File: src/rtl/float_int_cvt_pkg.sv
// Shared core types: ALU ops, FP rounding modes, fflags layout.
// Also the stage bundles of the float-to-int converter.
package float_int_cvt_pkg;

  typedef enum logic [3:0] {
    ALU_ADD,
    ALU_SUB,
    ALU_AND,
    ALU_OR,
    ALU_XOR,
    ALU_SLL,
    ALU_SRL,
    ALU_SRA,
    ALU_SLT,
    ALU_SLTU,
    ALU_FCVT
  } alu_op_t;

  typedef enum logic [2:0] {
    RM_RNE = 3'b000,
    RM_RTZ = 3'b001,
    RM_RDN = 3'b010,
    RM_RUP = 3'b011,
    RM_RMM = 3'b100
  } rm_t;

  localparam int FF_NV = 4;
  localparam int FF_DZ = 3;
  localparam int FF_OF = 2;
  localparam int FF_UF = 1;
  localparam int FF_NX = 0;

  typedef struct packed {
    logic [31:0] op;
    logic        uns;
    rm_t         rm;
    logic [4:0]  tag;
  } s1_t;

  typedef struct packed {
    logic        sign;
    logic [31:0] mag;
    logic        guard;
    logic        sticky;
    logic        nan;
    logic        sat;
    logic        uns;
    rm_t         rm;
    logic [4:0]  tag;
  } s2_t;

endpackage

File: src/rtl/float_int_cvt_round.sv
// Round-increment decision for a sign/magnitude value.
// Reserved rounding modes fall through to truncation.
module fcvt_round
  import float_int_cvt_pkg::*;
(
  input  rm_t  rm,
  input  logic sign,
  input  logic lsb,
  input  logic guard,
  input  logic sticky,
  output logic increment
);

  // pick the increment for the active rounding mode
  always_comb begin
    increment = 1'b0;
    unique case (1'b1)
      rm == RM_RNE: increment = guard & (sticky | lsb);
      rm == RM_RDN: increment = sign & (guard | sticky);
      rm == RM_RUP: increment = ~sign & (guard | sticky);
      rm == RM_RMM: increment = guard;
      default:      increment = 1'b0;
    endcase
  end

endmodule

File: src/rtl/float_int_cvt.sv
// FCVT.W.S / FCVT.WU.S: binary32 to 32-bit integer.
// Operand reg, align reg, result reg; valid/ready both sides.
module float_int_cvt
  import float_int_cvt_pkg::*;
(
  input  logic        clk,
  input  logic        rst,
  input  logic        in_valid,
  output logic        in_ready,
  input  logic [31:0] operand,
  input  logic        is_unsigned,
  input  logic [2:0]  rm,
  input  logic [4:0]  tag,
  output logic        out_valid,
  input  logic        out_ready,
  output logic [31:0] result,
  output logic [4:0]  fflags,
  output logic [4:0]  out_tag
);

  logic        s1_valid;
  logic        s2_valid;
  s1_t         s1;
  s2_t         s2;
  s2_t         s2_nxt;
  logic        out_adv;
  logic        load_s2;
  logic [7:0]  exp;
  logic [22:0] man;
  logic [23:0] sig;
  logic [7:0]  rsh;
  logic [7:0]  lsh;
  logic [55:0] ext;
  logic        inc;
  logic [32:0] rnd;
  logic [31:0] neg;
  logic        inexact;
  logic [31:0] res;
  logic        nv;
  logic        nx;
  logic [4:0]  ff;

  assign out_adv  = !out_valid || out_ready;
  assign load_s2  = !s2_valid || out_adv;
  assign in_ready = !s1_valid || !s2_valid || out_ready;

  // classify the operand and align it to integer + guard/sticky
  always_comb begin
    exp = s1.op[30:23];
    man = s1.op[22:0];
    sig = {1'b1, man};
    rsh = 8'd150 - exp;
    lsh = exp - 8'd150;
    ext = '0;
    s2_nxt = '0;
    s2_nxt.sign = s1.op[31];
    s2_nxt.uns  = s1.uns;
    s2_nxt.rm   = s1.rm;
    s2_nxt.tag  = s1.tag;
    s2_nxt.nan  = (exp == 8'hFF) && (man != '0);
    // -2^31 exactly is the one exponent-158 value that fits signed
    s2_nxt.sat  = ((exp == 8'hFF) && (man == '0))
               || (exp >= 8'd159)
               || (!s1.uns && (exp == 8'd158)
                   && !(s1.op[31] && (man == '0)));
    if (exp >= 8'd150) begin
      if (exp <= 8'd158)
        s2_nxt.mag = {8'b0, sig} << lsh;
    end else if (exp >= 8'd126) begin
      ext = {sig, 32'b0} >> rsh;
      s2_nxt.mag    = {8'b0, ext[55:32]};
      s2_nxt.guard  = ext[31];
      s2_nxt.sticky = |ext[30:0];
    end else begin
      s2_nxt.sticky = |s1.op[30:0];
    end
  end

  fcvt_round u_round (
    .rm        (s2.rm),
    .sign      (s2.sign),
    .lsb       (s2.mag[0]),
    .guard     (s2.guard),
    .sticky    (s2.sticky),
    .increment (inc)
  );

  // round, negate, saturate and form NV/NX
  always_comb begin
    rnd     = {1'b0, s2.mag} + {32'b0, inc};
    neg     = ~rnd[31:0] + 32'd1;
    inexact = s2.guard | s2.sticky;
    res     = '0;
    nv      = 1'b0;
    nx      = 1'b0;
    if (s2.nan) begin
      res = s2.uns ? 32'hFFFF_FFFF : 32'h7FFF_FFFF;
      nv  = 1'b1;
    end else if (s2.uns) begin
      if (s2.sat) begin
        res = s2.sign ? 32'h0 : 32'hFFFF_FFFF;
        nv  = 1'b1;
      end else if (s2.sign) begin
        nv  = (rnd != '0);
        nx  = (rnd == '0) && inexact;
      end else if (rnd[32]) begin
        res = 32'hFFFF_FFFF;
        nv  = 1'b1;
      end else begin
        res = rnd[31:0];
        nx  = inexact;
      end
    end else begin
      if (s2.sat) begin
        res = s2.sign ? 32'h8000_0000 : 32'h7FFF_FFFF;
        nv  = 1'b1;
      end else if (s2.sign) begin
        if (rnd > 33'h0_8000_0000) begin
          res = 32'h8000_0000;
          nv  = 1'b1;
        end else begin
          res = neg;
          nx  = inexact;
        end
      end else if (rnd > 33'h0_7FFF_FFFF) begin
        res = 32'h7FFF_FFFF;
        nv  = 1'b1;
      end else begin
        res = rnd[31:0];
        nx  = inexact;
      end
    end
    ff        = '0;
    ff[FF_NV] = nv;
    ff[FF_NX] = nx;
  end

  // operand stage
  always_ff @(posedge clk or negedge rst) begin
    if (!rst) begin
      s1_valid <= 1'b0;
      s1       <= '0;
    end else if (in_ready) begin
      s1_valid <= in_valid;
      if (in_valid) begin
        s1.op  <= operand;
        s1.uns <= is_unsigned;
        s1.rm  <= rm_t'(rm);
        s1.tag <= tag;
      end
    end
  end

  // aligned stage
  always_ff @(posedge clk or negedge rst) begin
    if (!rst) begin
      s2_valid <= 1'b0;
      s2       <= '0;
    end else if (load_s2) begin
      s2_valid <= s1_valid;
      if (s1_valid)
        s2 <= s2_nxt;
    end
  end

  // result register, held while the consumer stalls
  always_ff @(posedge clk or negedge rst) begin
    if (!rst) begin
      out_valid <= 1'b0;
      result    <= '0;
      fflags    <= '0;
      out_tag   <= '0;
    end else if (out_adv) begin
      out_valid <= s2_valid;
      if (s2_valid) begin
        result  <= res;
        fflags  <= ff;
        out_tag <= s2.tag;
      end
    end
  end

endmodule

File: config.mk
export PLATFORM = sky130hd
export DESIGN_NAME = float_int_cvt
export DESIGN_NICKNAME = d
export VERILOG_FILES = /design/src/rtl/float_int_cvt_pkg.sv /design/src/rtl/float_int_cvt_round.sv /design/src/rtl/float_int_cvt.sv
export SDC_FILE = /design/constraint.sdc
export NUM_CORES = 1
export LEC_CHECK = 0
export ABC_AREA = 1
export ABC_CLOCK_PERIOD_IN_PS = 3950
export CAP_MARGIN = 20
export CORE_ASPECT_RATIO = 1.75
export CORE_MARGIN = 4
export CORE_UTILIZATION = 50
export DETAILED_ROUTE_END_ITERATION = 10
export GPL_ROUTABILITY_DRIVEN = 0
export PLACE_DENSITY = 0.7
export SLEW_MARGIN = 5
export SYNTH_ARGS = -nofsm -noshare
export SYNTH_HDL_FRONTEND = slang
export SYNTH_SLANG_ARGS = --single-unit
File: constraint.sdc
create_clock -name clk -period 3.95 [get_ports clk]
set_clock_uncertainty 0.1 [all_clocks]
set_input_delay 0.79 -clock clk [delete_from_list [all_inputs] [get_ports clk]]
set_output_delay 0.79 -clock clk [all_outputs]
set_load 0.05 [all_outputs]
==> results of run 1 <==
registers in the layout (all words and copies together), names as in the netlist:
name	flops
exp	8
out_tag	5
s2	46
fflags	2
s2_valid	1
s1	10
s1_valid	1
out_valid	1
man	23
result	32
path summary, 6_finish.rpt:
| path | from | end | slack, ns | cells past startpoint |
|---|---|---|---|---|
| max in group asynchronous | rst | man[0]$_DFFE_PN0P_ | 2.59 | 2 |
| setup / recovery | s2[12]$_DFFE_PN0P_ | result[5]$_DFFE_PN0P_ | 0.06 | 20 |
| hold reg to reg | s1[3]$_DFFE_PN0P_ | s2[3]$_DFFE_PN0P_ | 0.38 | 2 |
| hold / removal | rst | result[22]$_DFFE_PN0P_ | 0.27 | 1 |
| setup reg to reg | s2[12]$_DFFE_PN0P_ | result[5]$_DFFE_PN0P_ | 0.06 | 20 |
| min in group clk | s1[3]$_DFFE_PN0P_ | s2[3]$_DFFE_PN0P_ | 0.38 | 2 |
cells by family (layout without fill, tap and decap cells):
family                   count (synthesis)  count (layout)  share of synthesized area
flip-flops                             129             129                      0.277
AND/OR/NAND/NOR                       1113            1113                      0.426
buffers and inverters                  249             326                     0.0848
multiplexers                            23              23                     0.0212
AO/OA/AOI/OAI                          322             322                      0.152
other                                    1               3                   0.000321
XOR/XNOR                                33              33                     0.0286
adder cells (fa/ha/maj)                  9               9                    0.00965
through the flow:
| step | TNS, ns | hold slack (ns) |
|---|---|---|
| 4_1_cts | 0 | 0.299 |
| 6_report | 0 | 0.273 |
| 3_3_place_gp | 0 | 0.358 |
| 5_1_grt | -0.913 | 0.331 |
| 3_5_place_dp | -0.0201 | 0.362 |
| 2_1_floorplan | 0 | 0.336 |
worst max-delay path: cells and delay by family (launching register included):
kind                     cells  cell delay (ns)
AND/OR/NAND/NOR             15             2.46
XOR/XNOR                     1             0.24
adder cells (fa/ha/maj)      2             0.40
flip-flops                   1             0.39
AO/OA/AOI/OAI                2             0.20
cell usage in the layout (no fill, tap or decap), drive strengths merged, types with 3 or more instances in the layout:
master	netlist	layout
inv	142	143
mux2	14	14
clkdlybuf4s50	0	84
conb	1	3
nand4	45	45
o21ai	142	142
a21oi	128	128
a22oi	6	6
nand3b	4	4
o22ai	6	6
nand3	218	218
a31oi	16	16
xor2	31	31
o2111ai	3	3
nand2	556	556
clkinv	7	16
dfrtp	129	129
nor3	31	31
ha	9	9
or2	8	8
nor4	9	9
o211ai	9	9
o31ai	3	3
mux2i	9	9
clkbuf	68	18
nor2	234	234
buf	32	62
and2	4	4
final cells by class:
cell class / count / area, µm²
clock buffer: 18 / 429
clock inverter: 13 / 140
fill: 2249 / 9190
inverter: 149 / 561
multi-input combinational: 1503 / 7590
sequential: 129 / 3230
tap: 300 / 375
timing repair buffer: 146 / 1320
per-layer routing:
layer / up-vias / part of all wire / global-route usage / wire length, µm
met5: - / 0 / 0 / 0
met4: 0 / 0.11 / 0.275 / 4370
met3: 240 / 0.047 / 0.0564 / 1900
met2: 578 / 0.51 / 0.554 / 20300
met1: 6018 / 0.34 / 0.303 / 13400
li1: 6356 / - / - / -
report_power, final:
group          internal (µW)  switching [µW]  total [µW]
registers               1770             375        2150
logic                   2100            4530        6640
clock network            924             637        1560
what timing repair did:
| action | CTS | global route |
|---|---|---|
| endpoints found under the setup margin | 1 | 36 |
| gates resized for setup | 0 | 30 |
| buffers inserted | 4 | 8 |
| pin swaps | 1 | 7 |
==> summary.md, run 1 <==
| Metric | Value |
|---|---|
| # setup viols final | `0` |
| Nets | `2000` |
| Initial Util | `0.511` |
| Synthesis-to-finish area growth | `17.0%` |
| Crit-path most repeated cell | `nor2_1` |
| CTS Root Cell | `clkbuf_16` |
| Num Clock Sinks | `129` |
| Wire per inst | `17.7 µm` |
| Antenna diodes | `0` |
| Die Ht | `210 µm` |
| Slew @ Worst Pin | `1.13 ns` |
| Final Hold Vio Count | `0` |
| DRC Markers | `0` |
| Pwr Density | `758 nW/µm²` |
| Count of cell types in the netlist | `61` |
| RSZ-0062 raised after global routing | `yes` |
| Critical path launch point type | `register` |
| Dpl hpwl | `31100 µm` |
| Crit path kind | `reg -> reg` |
| Async SR Flop Fraction | `1.00` |
| TritonCTS clock tree | `yes` |
| Final core occ | `0.598` |
| Worst path max stage delay | `0.39 ns` |
| Yosys top cell area share | `0.277` |
| Syn avg cell area | `6.21 µm²` |
| Syn Inst Count | `1879` |
| Final setup margin | `0.0619 ns` |
| Post-synth EDFFs | `0` |
| Status | `finished, final reports clean` |
| VDD IR max | `0.000383 V` |
| Die ar. | `25900 µm²` |
| Buffers on Ports | `85` |
| Crit share post-route | `0.984` |
| Routed WL | `40000 µm` |
| Die Wd | `123 µm` |
| Sequential area share after synthesis | `0.277` |
| Post-synth top cells | `nand2_1 (538), nor2_1 (221), nand3_1 (203)` |
| Arrival time of the worst setup path | `4.16 ns` |
| Slew headroom | `0.245` |
| Core area | `22800 µm²` |
| Final Critical Period | `3.89 ns` |
| Worst-path cell chain | `or2_2 -> nand4_1 -> o21ai_1 -> ha_1 -> ha_1 -> nand2_1 -> nor2_1 -> nand2_1 -> nor2_1 -> xor2_2 -> nand3_1 -> nor2_1 -> nand4_1 -> nor2_1 -> nand3_1 -> nand2_2 -> nand3_4 -> nand3_1 -> nand2_1 -> a21oi_1` |
| Pin count of the biggest net entering global routing | `78` |
| Number of global-route vias before repair | `12.7k` |
| Rows | `73` |
| Vias per inst | `5.84` |
| Worst EP required | `4.22 ns` |
| GRT Util Overall | `0.314` |
| CTS Hold Buffers Added | `0` |
| Congestion Overflow GR | `0` |
| Lkg Pwr | `0.00632 µW` |
| Max Freq | `0.257 GHz` |
| Non-Filler Instances | `2258` |
| DRT Pass-1 Iters | `6` |
| DP Area | `12900 µm²` |
| Non-Filler Cell Area, Final | `13600 µm²` |
| Pwr Total | `10300 µW` |
| Synth warn | `0` |
| Crit end category | `register` |
| H-tree levels | `4` |
| Share of layout cells above drive strength 1 | `0.113` |
| Slowest-stage cell, CP | `dfrtp_1` |
| Antenna violations before repair | `0` |
| Primary FF master, synth | `dfrtp_1` |
| Max clock buf depth | `2` |
| Flip-flop and latch count after synthesis | `129` |
| Clock Latency Late Sink | `0.45 ns` |
| Post-place setup slack | `-0.0201 ns` |
| Area leader, netlist | `dfrtp_1` |
| Placed Instances | `2215` |
| Netlist Area Pre-Place | `11700 µm²` |
| First-iteration detailed-routing DRC count | `1210` |
| Most numerous cell in the Yosys netlist | `nand2_1` |
| Max Cap Violations | `0` |
| I/O Pins | `89` |
| Max-slew violations | `0` |
| CP max FO | `19` |
| Vias | `13.2k` |
| DRT antenna net count | `0` |
| Synth top area cells | `dfrtp_1 (28%), nand2_1 (17%), nand3_1 (8.7%), nor2_1 (7.1%), o21ai_0 (5.7%)` |
| Num CTS Buffers | `17` |
| Clock Pin Slew Worst Setup and Hold Paths | `0.06 ns` |
| Worst Hold Class | `in -> async` |
| First-pass GRT wire length | `63600 µm` |
No activity file was read; power rests on OpenSTA's default activity.
==> run 2, diff against run 1 <==
Settings changed: CORE_MARGIN 4 to 1, PLACE_DENSITY 0.7 to not set, PLACE_DENSITY_LB_ADDON set to 0.3.
==> summary.md, run 2 (synthesis gave the netlist of run 1 again) <==
| Metric | Value |
|---|---|
| Flop-to-flop setup slack | `0.17 ns (was 0.06 ns)` |
| Fillers | `2172 (was 2249)` |
| I/O Pins | `89 (unchanged)` |
| Antenna violations before repair | `0 (unchanged)` |
| Nets | `1986 (was 2000)` |
| Sequential Power Share | `0.206 (was 0.208)` |
| Clock Pin Slew Worst Setup and Hold Paths | `0.07 ns (was 0.06 ns)` |
| Commonest non-fill, non-tap cell in the layout | `nand2_1 (unchanged)` |
| Clock share of power | `0.158 (was 0.151)` |
| Most frequent cells in the layout | `nand2_1 (534), nor2_1 (213), nand3_1 (202) (was nand2_1 (535), nor2_1 (209), nand3_1 (202))` |
| Critical path launch point type | `register (unchanged)` |
| Max clock buf depth | `2 (unchanged)` |
| DRT antenna net count | `0 (unchanged)` |
| Lkg Pwr | `0.00627 µW (was 0.00632 µW)` |
| Worst Hold Class | `in -> async (unchanged)` |
| Status | `finished, final reports clean (unchanged)` |
| Crit end category | `register (unchanged)` |
| Die ar. | `24000 µm² (was 25900 µm²)` |
| Non-Filler Cell Area, Final | `13700 µm² (was 13600 µm²)` |
| Final Hold Vio Count | `0 (unchanged)` |
| Final Critical Period | `3.78 ns (was 3.89 ns)` |
| Max-slew violations | `0 (unchanged)` |
| Internal | `4860 µW (was 4800 µW)` |
| Crit share post-route | `0.957 (was 0.984)` |
| Buffers on Ports | `85 (unchanged)` |
| Pwr Density | `764 nW/µm² (was 758 nW/µm²)` |
| TritonCTS clock tree | `yes (unchanged)` |
| Slew @ Worst Pin | `1.17 ns (was 1.13 ns)` |
| H-tree levels | `4 (unchanged)` |
| Pin count of the biggest net entering global routing | `119 (was 78)` |
| Arrival time of the worst setup path | `4.05 ns (was 4.16 ns)` |
| Vias | `13.2k (about the same)` |
| NetSw | `5590 µW (was 5550 µW)` |
| Num Clock Sinks | `129 (unchanged)` |
| Initial Util | `0.511 (unchanged)` |
| Reg with most FFs | `s2 (unchanged)` |
| GRT Util Overall | `0.333 (was 0.314)` |
| Die Ht | `204 µm (was 210 µm)` |
| Num CTS Buffers | `17 (unchanged)` |
| # setup viols final | `0 (unchanged)` |
| Gate power share | `0.636 (was 0.642)` |
| First-pass GRT wire length | `62800 µm (was 63600 µm)` |
| Clock Latency Late Sink | `0.44 ns (was 0.45 ns)` |
| First-iteration detailed-routing DRC count | `1175 (was 1210)` |
| Share of layout cells above drive strength 1 | `0.106 (was 0.113)` |
| DRT Pass-1 Iters | `9 (was 6)` |
| DRC Markers | `0 (unchanged)` |
| Number of global-route vias before repair | `12.7k (about the same)` |
| Max Freq | `0.264 GHz (was 0.257 GHz)` |
| VDD IR max | `0.000355 V (was 0.000383 V)` |
| Slew headroom | `0.216 (was 0.245)` |
| Switching Share | `0.535 (was 0.536)` |
| Crit path kind | `reg -> reg (unchanged)` |
| DP Area | `12800 µm² (was 12900 µm²)` |
| Routed WL | `39400 µm (was 40000 µm)` |
| CP max FO | `11 (was 19)` |
| Largest register FFs | `46 (unchanged)` |
| Max Cap Violations | `0 (unchanged)` |
| CTS Root Cell | `clkbuf_16 (unchanged)` |
| Pwr Total | `10500 µW (was 10300 µW)` |
| Core area | `22800 µm² (unchanged)` |
| Worst hold slack | `0.105 ns (was 0.273 ns)` |
| Die Wd | `117 µm (was 123 µm)` |
| Vias per inst | `5.89 (was 5.84)` |
| Wire per inst | `17.5 µm (was 17.7 µm)` |
| Worst EP required | `4.22 ns (about the same)` |
| Congestion Overflow GR | `0 (unchanged)` |
| Dpl hpwl | `29600 µm (was 31100 µm)` |
| Antenna diodes | `0 (unchanged)` |
| Synthesis-to-finish area growth | `17.2% (was 17.0%)` |
| Rows | `73 (unchanged)` |
[run 2: area by class of cell]
type | count | area, µm² | share of cell area
Inverter | 149 | 561 | 0.0410
Tap cell | 300 | 375 | 0.0274
Timing Repair Buffer | 131 | 1260 | 0.0923
Multi-Input combinational cell | 1504 | 7640 | 0.559
Clock buffer | 18 | 429 | 0.0314
Clock inverter | 14 | 178 | 0.0130
Sequential cell | 129 | 3230 | 0.236
[run 2: timing repair]
item,CTS,global route
hold buffers,0,0
buffers inserted,0,3
endpoints found under the setup margin,0,34
gates resized for setup,0,32
[run 2: per-layer routing]
layer	GRT usage	routed length (µm)
met1	0.307	13100
met3	0.0714	2350
met4	0.326	4200
met2	0.598	19700
met5	0	0
[run 2: worst max-delay path, stage by stage, from the launching register on]
cell and delay (ns):
dfrtp_1 0.40, or2_2 0.32, nand4_1 0.09, o21ai_0 0.09
ha_1 0.24, nand3_2 0.14, nor2_4 0.08, nand2_2 0.13
xor2_2 0.36, inv_1 0.15, nor4_4 0.24, nand2_1 0.16
nor2_4 0.21, nand3_4 0.14, nand2_4 0.13, nand2_4 0.06
nor2_4 0.14, buf_12 0.16, nand2_1 0.07, nand3_1 0.10
nand2_1 0.08, a21oi_2 0.12
[run 2: metrics by stage]
| step | TNS, ns | setup WS (ns) | utilization | instances |
|---|---|---|---|---|
| global placement | 0 | 0.166 | 0.561 | 2207 |
| finish | 0 | 0.169 | 0.599 | 2245 |
| detailed placement | 0 | 0.0358 | 0.562 | 2208 |
| global route | -0.171 | -0.0458 | 0.599 | 2245 |
| CTS | 0 | 0.0134 | 0.588 | 2240 |
| floorplan | 0 | 0.323 | - | 1881 |
[run 2: final timing paths]
| path | end | cells past startpoint | from |
|---|---|---|---|
| worst max-delay path | result[29]$_DFFE_PN0P_ | 21 | s2[12]$_DFFE_PN0P_ |
| worst min-delay path | result[24]$_DFFE_PN0P_ | 1 | rst |
| worst max register to register | result[29]$_DFFE_PN0P_ | 21 | s2[12]$_DFFE_PN0P_ |
| worst min register to register | s2[5]$_DFFE_PN0P_ | 2 | s1[5]$_DFFE_PN0P_ |
| max in group asynchronous | s1[1]$_DFFE_PN0P_ | 3 | rst |
| min in group clk | s2[5]$_DFFE_PN0P_ | 2 | s1[5]$_DFFE_PN0P_ |
[run 2: power by group through the flow]
stage	Combinational (µW)	Sequential, µW	Clock [µW]
global placement	6230	2140	0
finish	6650	2150	1650
CTS	6340	2140	1670
detailed placement	6300	2160	0
floorplan	3900	2800	0
global route	7290	2210	1720
==> run 3, diff against run 2 <==
Settings changed: CTS_CLUSTER_SIZE set to 16.
==> results of run 3 <==
Same layout as run 2: the final DEF is identical, and so are final timing and power.
